[config.mk]
export PLATFORM = sky130hd
export DESIGN_NAME = jk_drive_ctrl_flat
export DESIGN_NICKNAME = d
export VERILOG_FILES = /design/src/rtl/jk_pkg.sv /design/src/rtl/jk_drive_ctrl_if.sv /design/src/rtl/jk_cmd_fifo.sv /design/src/rtl/jk_drive_ctrl.sv /design/src/flat_wrapper.sv
export SDC_FILE = /design/constraint.sdc
export NUM_CORES = 1
export LEC_CHECK = 0
export ABC_CLOCK_PERIOD_IN_PS = 1700
export CAP_MARGIN = 0
export CORE_ASPECT_RATIO = 1.1
export CORE_MARGIN = 5
export CORE_UTILIZATION = 50
export DETAILED_ROUTE_END_ITERATION = 10
export GPL_ROUTABILITY_DRIVEN = 0
export PLACE_DENSITY = 0.8
export SYNTH_ARGS = -nofsm -noshare
export SYNTH_HDL_FRONTEND = slang
export SYNTH_SLANG_ARGS = --single-unit
[constraint.sdc]
create_clock -name clk -period 1.7 [get_ports clk]
set_input_delay 0.51 -clock clk [delete_from_list [all_inputs] [get_ports clk]]
set_output_delay 0.51 -clock clk [all_outputs]
set_load 0.05 [all_outputs]
[src/rtl/jk_pkg.sv]
// Shared encodings for the JK flip-flop drive controller: command ops, FSM states and
// the packed command record held in the FIFO.
package jk_pkg;

   localparam logic [1:0] OP_HOLD = 2'b00;
   localparam logic [1:0] OP_RST  = 2'b01;
   localparam logic [1:0] OP_SET  = 2'b10;
   localparam logic [1:0] OP_TGL  = 2'b11;

   localparam int unsigned CMDW = 7;

   typedef enum logic [0:0] {
      S_IDLE,
      S_DRIVE
   } state_e;

   typedef struct packed {
      logic       fset;
      logic [3:0] rep;
      logic [1:0] op;
   } cmd_t;

   // Returns {j, k} for a command op.
   function automatic logic [1:0] op_to_jk(logic [1:0] op);
      logic [1:0] jk;
      case (op)
         OP_RST:  jk = 2'b01;
         OP_SET:  jk = 2'b10;
         OP_TGL:  jk = 2'b11;
         default: jk = 2'b00;
      endcase
      return jk;
   endfunction

endpackage

[src/rtl/jk_drive_ctrl_if.sv]
// Command handshake bundle between a command source and the JK drive controller.
interface jk_drive_ctrl_if;

   logic       cmd_valid;
   logic       cmd_ready;
   logic [1:0] cmd_op;
   logic [3:0] cmd_rep;
   logic       cmd_fset;

   modport master (
      output cmd_valid,
      output cmd_op,
      output cmd_rep,
      output cmd_fset,
      input  cmd_ready
   );

   modport slave (
      input  cmd_valid,
      input  cmd_op,
      input  cmd_rep,
      input  cmd_fset,
      output cmd_ready
   );

endinterface

[src/rtl/jk_cmd_fifo.sv]
// Small synchronous command FIFO; pointers carry an extra wrap bit for full/empty.
module jk_cmd_fifo #(
   parameter int unsigned DEPTH = 4,
   parameter int unsigned WIDTH = 7
) (
   input  logic             clk,
   input  logic             rst,
   input  logic             push,
   input  logic             pop,
   input  logic [WIDTH-1:0] din,
   output logic [WIDTH-1:0] dout,
   output logic             full,
   output logic             empty
);

   localparam int unsigned AW = $clog2(DEPTH);

   logic [WIDTH-1:0] mem_q [DEPTH];
   logic [AW:0]      wptr_q;
   logic [AW:0]      rptr_q;
   logic [AW:0]      rptr_d;
   logic             empty_q;
   logic             do_push;
   logic             do_pop;

   assign full    = (wptr_q[AW] != rptr_q[AW]) && (wptr_q[AW-1:0] == rptr_q[AW-1:0]);
   assign empty   = empty_q;
   assign dout    = mem_q[rptr_q[AW-1:0]];
   assign do_push = push && !full;
   assign do_pop  = pop && !empty_q;
   assign rptr_d  = do_pop ? rptr_q + 1'b1 : rptr_q;

   always_ff @(posedge clk) begin
      if (do_push) begin
         mem_q[wptr_q[AW-1:0]] <= din;
      end
   end

   // empty compares against the pre-push write pointer, so a new entry becomes
   // visible to the reader one cycle after it is written.
   always_ff @(posedge clk or posedge rst) begin
      if (rst) begin
         wptr_q  <= '0;
         rptr_q  <= '0;
         empty_q <= 1'b1;
      end else begin
         if (do_push) begin
            wptr_q <= wptr_q + 1'b1;
         end
         rptr_q  <= rptr_d;
         empty_q <= (wptr_q == rptr_d);
      end
   end

endmodule

[src/rtl/jk_drive_ctrl.sv]
// Drives buffered hold/reset/set/toggle commands onto a JK flip-flop and checks its q
// against a reference model, counting mismatches.
module jk_drive_ctrl
   import jk_pkg::*;
#(
   parameter int unsigned DEPTH = 4,
   parameter int unsigned ERRW  = 8
) (
   input  logic            clk,
   input  logic            rst,
   jk_drive_ctrl_if.slave  cmd,
   input  logic            q_in,
   output logic            j,
   output logic            k,
   output logic            setlow,
   output logic            busy,
   output logic            done,
   input  logic            err_clr,
   output logic            mismatch,
   output logic [ERRW-1:0] err_cnt
);

   cmd_t            push_cmd;
   cmd_t            pop_cmd;
   logic            fifo_full;
   logic            fifo_empty;
   logic            push;
   logic            pop;

   state_e          state_q;
   logic [3:0]      cnt_q;
   logic            j_q;
   logic            k_q;
   logic            setlow_q;
   logic            done_q;
   logic            q_exp_q;
   logic            mismatch_q;
   logic [ERRW-1:0] err_cnt_q;

   assign push_cmd      = '{fset: cmd.cmd_fset, rep: cmd.cmd_rep, op: cmd.cmd_op};
   assign push          = cmd.cmd_valid && !fifo_full;
   assign cmd.cmd_ready = !fifo_full;
   assign pop           = !fifo_empty &&
                          ((state_q == S_IDLE) || (state_q == S_DRIVE && cnt_q == 4'd0));

   jk_cmd_fifo #(
      .DEPTH (DEPTH),
      .WIDTH (CMDW)
   ) u_fifo (
      .clk   (clk),
      .rst   (rst),
      .push  (push),
      .pop   (pop),
      .din   (push_cmd),
      .dout  (pop_cmd),
      .full  (fifo_full),
      .empty (fifo_empty)
   );

   // A command finishing with another queued chains straight into it, no idle gap.
   always_ff @(posedge clk or posedge rst) begin
      if (rst) begin
         state_q  <= S_IDLE;
         cnt_q    <= 4'd0;
         j_q      <= 1'b0;
         k_q      <= 1'b0;
         setlow_q <= 1'b1;
         done_q   <= 1'b0;
      end else if (pop) begin
         state_q      <= S_DRIVE;
         cnt_q        <= pop_cmd.rep;
         {j_q, k_q}   <= op_to_jk(pop_cmd.op);
         setlow_q     <= !pop_cmd.fset;
         done_q       <= (state_q == S_DRIVE);
      end else if (state_q == S_DRIVE && cnt_q != 4'd0) begin
         cnt_q    <= cnt_q - 4'd1;
         setlow_q <= 1'b1;
         done_q   <= 1'b0;
      end else begin
         state_q  <= S_IDLE;
         j_q      <= 1'b0;
         k_q      <= 1'b0;
         setlow_q <= 1'b1;
         done_q   <= (state_q == S_DRIVE);
      end
   end

   // Reference model sees the same pre-edge j/k/setlow the flip-flop samples.
   always_ff @(posedge clk or posedge rst) begin
      if (rst) begin
         q_exp_q    <= 1'b0;
         mismatch_q <= 1'b0;
         err_cnt_q  <= '0;
      end else begin
         if (!setlow_q) begin
            q_exp_q <= 1'b1;
         end else if (j_q && k_q) begin
            q_exp_q <= !q_exp_q;
         end else if (j_q || k_q) begin
            q_exp_q <= j_q;
         end

         if (err_clr) begin
            mismatch_q <= 1'b0;
            err_cnt_q  <= '0;
         end else if (q_in != q_exp_q) begin
            mismatch_q <= 1'b1;
            if (err_cnt_q != {ERRW{1'b1}}) begin
               err_cnt_q <= err_cnt_q + 1'b1;
            end
         end
      end
   end

   assign j        = j_q;
   assign k        = k_q;
   assign setlow   = setlow_q;
   assign busy     = (state_q == S_DRIVE);
   assign done     = done_q;
   assign mismatch = mismatch_q;
   assign err_cnt  = err_cnt_q;

endmodule

[src/flat_wrapper.sv]
// flat-port wrapper written by rule: the top's interface ports become plain ports
module jk_drive_ctrl_flat import jk_pkg::*;
#(
   parameter int unsigned DEPTH = 4,
   parameter int unsigned ERRW  = 8
)
  (clk, rst, q_in, j, k, setlow, busy, done, err_clr, mismatch, err_cnt, cmd_cmd_valid, cmd_cmd_op, cmd_cmd_rep, cmd_cmd_fset, cmd_cmd_ready);
  jk_drive_ctrl_if cmd_i ();
  input  logic clk;
  input  logic rst;
  input  logic q_in;
  output logic j;
  output logic k;
  output logic setlow;
  output logic busy;
  output logic done;
  input  logic err_clr;
  output logic mismatch;
  output logic [ERRW-1:0] err_cnt;
  input wire logic [$bits(cmd_i.cmd_valid)-1:0] cmd_cmd_valid;
  input wire logic [$bits(cmd_i.cmd_op)-1:0] cmd_cmd_op;
  input wire logic [$bits(cmd_i.cmd_rep)-1:0] cmd_cmd_rep;
  input wire logic [$bits(cmd_i.cmd_fset)-1:0] cmd_cmd_fset;
  output wire logic [$bits(cmd_i.cmd_ready)-1:0] cmd_cmd_ready;
  assign cmd_i.cmd_valid = cmd_cmd_valid;
  assign cmd_i.cmd_op = cmd_cmd_op;
  assign cmd_i.cmd_rep = cmd_cmd_rep;
  assign cmd_i.cmd_fset = cmd_cmd_fset;
  assign cmd_cmd_ready = cmd_i.cmd_ready;
  jk_drive_ctrl #(.DEPTH(DEPTH), .ERRW(ERRW)) u_core (.clk(clk), .rst(rst), .cmd(cmd_i), .q_in(q_in), .j(j), .k(k), .setlow(setlow), .busy(busy), .done(done), .err_clr(err_clr), .mismatch(mismatch), .err_cnt(err_cnt));
endmodule
**After elaboration in Yosys (flattened, before gate mapping)**

Memories as Yosys holds them, arrays and structs flattened.
Index checks and enable logic that the tools add are counted.

- Register bits after elaboration: 26
- RAM bits: 28
- Input bits: 12
- Output and inout bits: 15
- Logic and storage cells: 69
- Memories kept: 1

- Add/sub/neg operators: 4
- Equality and inequality tests: 10
- Muxes and demuxes: 21
- Bitwise operators: 1
- Reduce and logical (&&, ||, !) cells: 20

Memories:

| name | words | width | read ports | clocked after memory_dff | wr ports | RTL line | text |
|---|---|---|---|---|---|---|---|
| u_core.u_fifo.mem_q | 4 | 7 | 1 | 0 | 1 | jk_cmd_fifo.sv:18 | `logic [WIDTH-1:0] mem_q [DEPTH];` |

Operator list:

| kind | number |
|---|---|
| 8-bit two-way mux | 3 |
| 1-bit two-way mux | 14 |
| 8-bit by 1-bit adder with 8-bit output (second input constant) | 1 |
| 1-bit logical AND | 8 |
| 4-bit two-way mux | 2 |
| 8-bit inequality test (second input constant) | 1 |
| 3-bit by 1-bit adder with 3-bit output (second input constant) | 2 |
| 2-bit case mux with 3 select lines | 1 |
| 2-bit nonzero test | 3 |
| 2-bit == test (second input constant) | 2 |
| 1-bit logical NOT | 4 |
| 4-bit logical NOT | 1 |
| 4-bit nonzero test | 1 |
| 4-bit by 1-bit subtractor with 4-bit output (second input constant) | 1 |
| 3-bit == test | 1 |
| 3-bit two-way mux | 1 |
| 3-bit inequality test (second input constant) | 1 |
| 2-bit by 1-bit == test with 1-bit output (second input constant) | 1 |
| 2-bit == test | 1 |
| 1-bit logical OR | 2 |
| 1-bit inequality test | 2 |
| 2-bit inequality test (second input constant) | 1 |
| 2-bit AND reduction | 1 |
| 1-bit NOT | 1 |

**Longest topological paths before layout**

- Depth after elaboration: 7
- Depth in mapped cells: 7

**Hierarchy**

From an unflattened synthesis, not the netlist that was laid out.

- Cells, all modules: 181
- Area, all modules: 2472.4 µm²

Modules (own cells, without submodules):

| module | instances | cells an instance | area each (µm²) |
|---|---|---|---|
| jk_cmd_fifo | 1 | 85 | 1532.7 |
| jk_drive_ctrl | 1 | 96 | 939.7 |

**Worst setup path before layout**

Ideal clock, no wire load.

- Path kind: flip-flop to output port
- Start point: register u_core.u_fifo.rptr_q[0]
- End point: output cmd_cmd_ready
- Data arrival time: 1.343 ns
- Required time: 1.190 ns
- Path slack: -0.153 ns
- Cell stages (with the launch flop): 4
- Path buffers: 1
- Cells stage by stage: dfrtp_1 -> buf_6 -> xnor2_1 -> nand3_1

- Word-level cells in the longest chain between the ends: 3

Ends and longest elaborated chain:

| element | RTL line | text |
|---|---|---|
| from (decl) | jk_cmd_fifo.sv:20 | `logic [AW:0] rptr_q;` |
| from (signal assigned) | jk_cmd_fifo.sv:50 | `rptr_q <= rptr_d;` |
| 2-bit == test | jk_cmd_fifo.sv:26 | `assign full = (wptr_q[AW] != rptr_q[AW]) && (wptr_q[AW-1:0] == rptr_q[AW-1:0]);` |
| 1-bit logical AND | jk_cmd_fifo.sv:26 |  |
| 1-bit logical NOT | jk_drive_ctrl.sv:42 | `assign cmd.cmd_ready = !fifo_full;` |
| to (decl) | flat_wrapper.sv:24 | `output wire logic [$bits(cmd_i.cmd_ready)-1:0] cmd_cmd_ready;` |

No other way between the ends.

**Worst setup path in the final report**

- Start point: register u_core.u_fifo.wptr_q[2]
- End point: output cmd_cmd_ready

- Word-level cells in the longest chain between the ends: 3

Ends and longest elaborated chain:

| element | RTL line | text |
|---|---|---|
| from (decl) | jk_cmd_fifo.sv:19 | `logic [AW:0] wptr_q;` |
| from (signal assigned) | jk_cmd_fifo.sv:48 | `wptr_q <= wptr_q + 1'b1;` |
| 1-bit inequality test | jk_cmd_fifo.sv:26 |  |
| 1-bit logical AND | jk_cmd_fifo.sv:26 |  |
| 1-bit logical NOT | jk_drive_ctrl.sv:42 |  |

No other way between the ends.

==> results.md <==
* Layout area overhead at 34.1%
* Ant diodes at 0
* Pre-CTS setup slack at -270 ps
* EDFF count, synth at 28
* Pin count of the biggest net entering global routing at 27
* Power per Cell Area at 1730 nW/um^2
* WL final at 4450 um
* Full die area at between 6000 and 7000 um^2
* GRT Residual Overflow at 0
* Synth unique cells at 43
* Worst setup SP type: flip-flop
* CTS buffer count at 5
* Die Ht at 83.1 um
* Asr flop ratio synth at 48.1%
* Overall power at 5650 uW
* Vias in the first global route at approximately 1,600
* Post-synth top area share at 34.6%
* Wire per inst at roughly 15 um
* Final period utilization at 106%
* CTS tree: yes
* Via/cell ratio at 5.48
* WHS Path Cells at 1
* Core Region at 4680 um^2
* Final setup violating endpoints at 1
* Reg clk slew, reported paths at about 100 ps
* Sink Count at 54
* CTS Root Buffer Type: clkbuf_8
* Horiz. Die Dim at 76.5 um
* Crit path time final at roughly 1800 ps
* Flops & latches, synth at 54
* Worst Clk Skew at 6.88 ps
* Status: finished, violations left
* Placed Cells incl. Taps at 273
* Layout cells sized above 1 at approximately 34%
* Clock group share of total power at 13.1%
* First DRT Iteration DRCs at 109
* Failing checks: setup timing
* WS Path Type: reg -> out
* First-pass GRT wire length at ~7600 um
* # DRC at 0
* Syn_nets at slightly below 200
* Finished Layout Cells at 289
* Antenna violations before repair at 0
* Final antenna-violating net count at 0
* Sw Share at 36.5%
* Initial Utilization at 51.9%
* Primary FF master, synth: edfxtp_1
* Final nets at 251
* Hpwl dp at between 3000 and 4000 um
* Slew @ Worst Pin at 366 ps
* Critical path arrival at 1290 ps
* Warnings from Yosys at 0
* Max-cap violation count at 0
* Site Rows at 26
* Leak at 0.00130 uW
* Post-synthesis cell area at approximately 2400 um^2
* Critical-path maximum fanout at 2
* CTS Buffer Depth at 2
* Buffers on Ports at 26
* First-pass DRT Iterations at 4
* R2R setup slack at 30 ps
* Slew Viols, Final at 0
* Slew margin rel. at 75.6%
* Io pins at 27
* Internal power at 3590 uW
* Synth top area cells: edfxtp_1 35%, dfrtp_1 25%, mux4_2 6.5%
* CP endpoint kind: output pin
* Worst skew pair latency at 310 ps
* Hold Buf Count CTS at 0
* Worst vdd ir at 1020 uV
* Cells after synthesis at 176
* Sequential area share after synthesis at about three fifths
* Synth area leader: edfxtp_1
* Post-Syn Area per Cell at 13.8 um^2
* Fmax at 556 MHz
* Comb power frac at 50.3%
* P_sw at between 2000 and 2500 uW
* Worst EP required at 1190 ps
* Routed vias at 1,585
* Final core utilization at 69.6%
* Total Routing Usage GR at 14.8%
* Hold Path Class: reg -> reg
* Hold Violations, Final at 0
* Worst Reg-to-Reg Cells at 6
* RSZ-0062 raised after global routing: true
* Seq pwr share at 36.6%
* Fillers at roughly 310
* H-tree Lvls at 2
* Post-route setup slack at -99.3 ps
* Setup TNS at -99.3 ps
## layout make-up
class	count	area (um^2)	share of cell area [%]
timing repair buffer	55	644	19.8
multi-input combinational	110	927	28.4
inverter	6	22.5	0.691
clock inverter	3	28.8	0.883
tap	56	70.1	2.15
clock buffer	5	68.8	2.11
sequential	54	1500	46.0
## flip-flops by register name, summed over array words and instances (netlist names)
| register | cells |
|---|---|
| u_core.setlow | 1 |
| u_core.busy | 1 |
| u_core.mismatch | 1 |
| u_core.err_cnt | 8 |
| u_core.q_exp_q | 1 |
| u_core.u_fifo.empty | 1 |
| u_core.k | 1 |
| u_core.j | 1 |
| u_core.u_fifo.rptr_q | 3 |
| u_core.done | 1 |
| u_core.u_fifo.mem_q | 28 |
| u_core.cnt_q | 4 |
| u_core.u_fifo.wptr_q | 3 |
## cell usage after synthesis, types with 2 or more instances
master     instances
and3_1             4
nand2b_1           2
o2111ai_1          2
edfxtp_1          28
nor3b_1            2
ha_1               7
buf_2              2
o211ai_1           2
xnor2_1            5
mux4_2             7
mux2_2             2
nor3_1             5
nor2b_1            3
inv_1              6
a21oi_1            3
a31oi_1            2
nand2_1           14
nand4_1            4
dfstp_2            2
and2_1             4
nand3_1            3
a22o_1             2
xor2_1             5
dfrtp_1           24
clkbuf_1           2
nor2_1             8
mux2i_1            2
o21ai_0            9
## path summary, 6_finish.rpt
check	start	end
worst max-delay path	u_core.u_fifo.wptr_q[2]	cmd_cmd_ready
worst min-delay path	u_core.setlow	u_core.q_exp_q
worst max register to register	u_core.u_fifo.wptr_q[2]	u_core.u_fifo.mem_q[1][6]
worst min register to register	u_core.setlow	u_core.q_exp_q
max in group asynchronous	rst	u_core.setlow
min in group asynchronous	rst	u_core.err_cnt[1]
## power by group through the flow
stage	Clock, uW	Sequential (uW)	Combinational (uW)
2_1_floorplan	0	2220	1370
3_3_place_gp	0	2050	2460
3_5_place_dp	0	2070	2560
4_1_cts	758	2070	2710
5_1_grt	810	2110	3060
6_report	740	2070	2840
## metal layers
metal / part of all wire [%] / track usage, %
met3: 3.8 / 3.79
met1: 44 / 18.5
met5: 0 / 0
met4: 1.5 / 5.56
met2: 51 / 24.5
## repair_timing
item                                    4_1_cts  5_1_grt
pin swaps                                     2        3
buffers inserted                              4        4
gates resized for setup                       6        5
endpoints found under the setup margin        1       22
## worst max-delay path, stage by stage (launching register included)
cell and delay, ps:
dfrtp_1 420, xor2_2 190, buf_4 150, nand3_4 70, buf_12 160
## cells in the final DEF (no fill, tap or decap), drive strengths merged, types with 3 or more instances in the layout
| master | n |
|---|---|
| a21oi | 3 |
| a31oi | 3 |
| and2 | 4 |
| and3 | 4 |
| buf | 44 |
| clkbuf | 5 |
| clkdlybuf4s50 | 11 |
| dfrtp | 24 |
| edfxtp | 28 |
| ha | 7 |
| inv | 7 |
| mux4 | 7 |
| nand2 | 14 |
| nand3 | 3 |
| nand4 | 4 |
| nor2 | 8 |
| nor2b | 3 |
| nor3 | 5 |
| o21ai | 9 |
| xnor2 | 5 |
| xor2 | 6 |
## logic make-up (layout without fill, tap and decap cells)
kind of cell	after synthesis	after routing	synth area share (%)
adders and majority gates	7	7	3.60
muxes	11	11	8.23
buffers and inverters	12	69	2.62
xor gates and xnor gates	11	11	4.27
DFF	54	54	61.5
and+or+nand+nor	53	53	11.3
AOI/OAI and AO/OA	28	28	8.54
## per-stage QoR
step | hold slack, ps | area (um^2)
floorplan | 461 | 2450
global placement | 451 | 3060
detailed placement | 451 | 3060
CTS | 474 | 3220
global route | 482 | 3260
finish | 471 | 3260
(Power assumes the default switching activity.)
